<file path="config.mk">
export PLATFORM = sky130hd
export DESIGN_NAME = latch_mem_driver
export DESIGN_NICKNAME = d
export VERILOG_FILES = /design/src/rtl/latch_mem_driver.sv
export SDC_FILE = /design/constraint.sdc
export NUM_CORES = 1
export LEC_CHECK = 0
export CAP_MARGIN = 15
export CORE_MARGIN = 4
export CORE_UTILIZATION = 46
export DETAILED_ROUTE_END_ITERATION = 8
export PLACE_DENSITY_LB_ADDON = 0.1
export SLEW_MARGIN = 10
export SYNTH_ARGS = -nofsm -noshare
export SYNTH_HDL_FRONTEND = slang
export SYNTH_SLANG_ARGS = --single-unit
</file>
<file path="constraint.sdc">
create_clock -name clk -period 2.55 [get_ports clk]
set_clock_uncertainty 0.05 [all_clocks]
set_input_delay 0.765 -clock clk [delete_from_list [all_inputs] [get_ports clk]]
set_output_delay 0.765 -clock clk [all_outputs]
set_load 0.05 [all_outputs]
</file>
<file path="src/rtl/latch_mem_driver.sv">
// Host-side driver for a latch-based word memory: sequences address/data setup,
// a registered write strobe and hold for writes, and a timed sample for reads.
module latch_mem_driver #(
  parameter int SETUP_CYCLES = 1,  // 1..15
  parameter int WE_CYCLES    = 1,  // 1..15
  parameter int HOLD_CYCLES  = 1,  // 1..15
  parameter int READ_WAIT    = 2   // 1..15
) (
  input  logic       clk,
  input  logic       rst,
  input  logic       req_valid,
  output logic       req_ready,
  input  logic       req_write,
  input  logic [5:0] req_addr,
  input  logic [7:0] req_wdata,
  output logic       rsp_valid,
  input  logic       rsp_ready,
  output logic [7:0] rsp_rdata,
  output logic [7:0] mem_ui_in,
  output logic [7:0] mem_uio_in,
  input  logic [7:0] mem_uo_out
);

  typedef enum logic [2:0] {
    IDLE,
    SETUP,
    STROBE,
    HOLD,
    RWAIT,
    RESP
  } state_t;

  // Counters hold "cycles remaining minus one", so a state exits when it reads zero.
  localparam logic [3:0] SETUP_LOAD = 4'(SETUP_CYCLES - 1);
  localparam logic [3:0] WE_LOAD    = 4'(WE_CYCLES - 1);
  localparam logic [3:0] HOLD_LOAD  = 4'(HOLD_CYCLES - 1);
  localparam logic [3:0] RWAIT_LOAD = 4'(READ_WAIT - 1);

  state_t     state_reg, state_next;
  logic [3:0] cnt_reg, cnt_next;
  logic       write_reg, write_next;
  logic [5:0] addr_reg, addr_next;
  logic [7:0] wdata_reg, wdata_next;
  logic       wr_en_reg, wr_en_next;
  logic       rsp_valid_reg, rsp_valid_next;
  logic [7:0] rdata_reg, rdata_next;

  always_ff @(posedge clk) begin
    if (rst) begin
      state_reg     <= IDLE;
      cnt_reg       <= 4'd0;
      write_reg     <= 1'b0;
      addr_reg      <= 6'd0;
      wdata_reg     <= 8'd0;
      wr_en_reg     <= 1'b0;
      rsp_valid_reg <= 1'b0;
      rdata_reg     <= 8'd0;
    end else begin
      state_reg     <= state_next;
      cnt_reg       <= cnt_next;
      write_reg     <= write_next;
      addr_reg      <= addr_next;
      wdata_reg     <= wdata_next;
      wr_en_reg     <= wr_en_next;
      rsp_valid_reg <= rsp_valid_next;
      rdata_reg     <= rdata_next;
    end
  end

  always_comb begin
    state_next     = state_reg;
    cnt_next       = cnt_reg;
    write_next     = write_reg;
    addr_next      = addr_reg;
    wdata_next     = wdata_reg;
    wr_en_next     = 1'b0;
    rsp_valid_next = rsp_valid_reg;
    rdata_next     = rdata_reg;

    case (state_reg)
      IDLE: begin
        if (req_valid) begin
          write_next = req_write;
          addr_next  = req_addr;
          wdata_next = req_wdata;
          cnt_next   = SETUP_LOAD;
          state_next = SETUP;
        end
      end

      SETUP: begin
        if (cnt_reg == 4'd0) begin
          if (write_reg) begin
            // wr_en is a register, so it is set on the edge that enters STROBE.
            wr_en_next = 1'b1;
            cnt_next   = WE_LOAD;
            state_next = STROBE;
          end else begin
            cnt_next   = RWAIT_LOAD;
            state_next = RWAIT;
          end
        end else begin
          cnt_next = cnt_reg - 4'd1;
        end
      end

      STROBE: begin
        if (cnt_reg == 4'd0) begin
          cnt_next   = HOLD_LOAD;
          state_next = HOLD;
        end else begin
          wr_en_next = 1'b1;
          cnt_next   = cnt_reg - 4'd1;
        end
      end

      HOLD: begin
        if (cnt_reg == 4'd0) begin
          state_next = IDLE;
        end else begin
          cnt_next = cnt_reg - 4'd1;
        end
      end

      RWAIT: begin
        if (cnt_reg == 4'd0) begin
          rdata_next     = mem_uo_out;
          rsp_valid_next = 1'b1;
          state_next     = RESP;
        end else begin
          cnt_next = cnt_reg - 4'd1;
        end
      end

      RESP: begin
        if (rsp_ready) begin
          rsp_valid_next = 1'b0;
          state_next     = IDLE;
        end
      end

      default: begin
        state_next = IDLE;
        cnt_next   = 4'd0;
      end
    endcase
  end

  assign req_ready  = (state_reg == IDLE) && !rst;
  assign rsp_valid  = rsp_valid_reg;
  assign rsp_rdata  = rdata_reg;
  assign mem_ui_in  = {wr_en_reg, 1'b0, addr_reg};
  assign mem_uio_in = wdata_reg;

endmodule

</file>
==> results.cfg, run 1 <==
[timing]
hold_slack_ps = 410
worst_pin_slew_ps = 594
fin_setup_tns_ps = 0
rsz0062_at_grt = no
timing.fmax_mhz = 407
slew_headroom_pct = 60.3
setup_viol = 0
fin_crit_sh_pct = 96.3
hold_viol = 0
maxSlewViolCount = 0
fin_crit_ps = 2460

[cells_and_area]
nNetsFinal = 241
fill_cells = 229
area_growth_pct = 42.7
utilization_pct = 70.8
drive_gt1_share_pct = 7.01
num_antenna_cells = 0
final_common_cell = clkdlybuf4s50_1
mostFrequentLayoutCells = clkdlybuf4s50_1 (50), nand2_1 (33), dfxtp_1 (32)

[placement]
io_buffers = 51
dp_hpwl_um = 2490
gp_congestion = 0.759

[grt]
grt_pass1_vias = 1267
antenna_found_initial = 0
track_usage_pct = 18.1
grt_pass1_wl_um = 5590
grt_max_degree = 32
grt_overflow = 0

[cts]
cts_setup_buffers = 0
clock_latency_ps = 350
cts_buffers = 5
cts.htree.levels = 2
cts_buffer_depth = 2
postCtsHoldBufs = 0
clock_sinks = 32
cts_resized = 0
clkTransAtPathRegs_ps = 100
clk_root_buffer_cell = clkbuf_4
cts_tree = yes

[critical_path]
r2r_cells = 6
r2r-end = cnt_reg[0]
worst_setup_path_end_kind = output port
critPathKind = in -> out
critPathMaxFanout = 2
startpoint_type = input port
worst-r2r-setup-slack_ps = 610
reg2reg_from = cnt_reg[0]
critical_path_arrival_ps = 1640
cp_data_required_time_ps = 1740
crit_start = rst

[pwr]
p_leak_nw = 0.814
powerDensity_nw_per_um2 = 1060
vdd_drop_max_mv = 0.545

[logic_synthesis]
synthAdderAreaFrac_pct = 0.892
synth_top_family_by_area = simple AND/OR/NAND/NOR gates
synthXorXnorAreaFrac_pct = 0.624
synthSimpleGateAreaFrac_pct = 21.4
synth_nets = 194
synthMuxAreaShare_pct = 7.14
synth_edf_count = 0
netlist_instances = 166
yosysSeqAreaShare_pct = 45.7
synth_compound_area_share_pct = 17.9
yosysWarnings = 0
ys_async_sr_fraction_pct = 0
avgSynthCellArea_um2 = 8.45
ys_ff_latch = 32
syn_area_um2 = 1400
ys.flop_type = dfxtp_1
yosysUniqueCellTypes = 40

[routing]
vias = 1305
drc = 0
viasPerCell = 5.33
final_antenna_net_count = 0
wl_um = 3400
post_drt_wl_per_cell_um = 13.9
drtPass1Iterations = 4
drt_iter0_markers = 37

[flow_run]
max_cap_violations = 0

[status]
status = complete, no violations

[worst_hold_path]
hold_path_class = reg -> reg
whs_path_depth = 2
hp-start = mem_uio_in[4]
hold_end = mem_uio_in[4]

[die]
die_w_um = 63.2
coreArea_um2 = 2830
io_pins = 53
fp.dieH_um = 63.2
placementRows = 19
die_area_um2 = 4000
initial_core_util_pct = 49.6
==> critical path: stages <==
cell and delay [ps]:
clkdlybuf4s50_1 490, nor4_4 210, buf_12 180
==> worst max path at each step <==
stage,endpoint,cells after the start
after floorplan,req_ready,2
after global placement,req_ready,3
after detailed placement,req_ready,3
after CTS,req_ready,3
after global routing,req_ready,3
final,req_ready,3
==> Yosys cell counts (2+ instances only) <==
| library cell | count | area [µm²] |
|---|---|---|
| nand2_1 | 33 | 124 |
| dfxtp_1 | 32 | 641 |
| a21oi_1 | 17 | 85.1 |
| nor2_1 | 13 | 48.8 |
| mux2i_1 | 10 | 100 |
| o21ai_0 | 6 | 30.0 |
| buf_2 | 5 | 25.0 |
| clkbuf_1 | 5 | 18.8 |
| a211oi_1 | 4 | 30.0 |
| inv_1 | 4 | 15.0 |
| buf_4 | 2 | 15.0 |
| nand2b_1 | 2 | 12.5 |
| nand3_1 | 2 | 10.0 |
| nor2b_1 | 2 | 12.5 |
| nor3_1 | 2 | 10.0 |
| nor4_1 | 2 | 12.5 |
| o22ai_1 | 2 | 12.5 |
==> cell families (layout without fill, tap and decap cells) <==
kind of cell | after synthesis | count (layout)
AO/OA/AOI/OAI | 40 | 40
XOR/XNOR | 1 | 1
adder cells (fa/ha/maj) | 1 | 1
buffers and inverters | 17 | 65
flip-flops | 32 | 32
multiplexers | 10 | 10
other | 1 | 1
AND/OR/NAND/NOR | 64 | 64
==> cell type report <==
type / count / area, µm² / share of cell area, %
Sequential cell: 32 / 641 / 32.0
Clock inverter: 3 / 42.5 / 2.13
Clock buffer: 5 / 37.5 / 1.88
Timing Repair Buffer: 53 / 536 / 26.8
Tap cell: 31 / 38.8 / 1.94
Multi-Input combinational cell: 117 / 692 / 34.6
Inverter: 4 / 15.0 / 0.750
==> where the power goes <==
part	leakage [nW]	switching, mW	total, mW	internal [mW]
combinational	0.511	0.602	0.999	0.396
clock	0.0412	0.189	0.393	0.204
sequential	0.261	0.123	0.725	0.602
==> metal layers <==
| metal | track usage [%] | share of wire, % | up-vias |
|---|---|---|---|
| met4 | 8.89 | 1.7 | 0 |
| li1 | - | - | 658 |
| met5 | 0 | 0 | - |
| met3 | 8.88 | 8.8 | 7 |
| met1 | 19.6 | 42 | 602 |
| met2 | 29.2 | 48 | 38 |
==> per-stage QoR <==
stage	total power, mW	std cells	cell area, µm²	worst slack [ps]
detailed placement	1.74	237	1920	84.0
global placement	1.70	237	1920	86.2
CTS	2.13	245	2000	79.2
floorplan	1.44	166	1420	221
global route	2.25	245	2000	65.3
finish	2.12	245	2000	94.1
Power figures use the tool's default switching activity.
==> run 2: changes to the inputs <==
--- a/config.mk
+++ b/config.mk
@@ -9,6 +9,7 @@
 export CORE_MARGIN = 4
 export CORE_UTILIZATION = 46
 export DETAILED_ROUTE_END_ITERATION = 8
+export HOLD_SLACK_MARGIN = 0.1
 export PLACE_DENSITY_LB_ADDON = 0.1
 export SLEW_MARGIN = 10
 export SYNTH_ARGS = -nofsm -noshare
==> results of run 2 <==
Same layout as run 1: the final DEF is identical, and so are final timing and power.
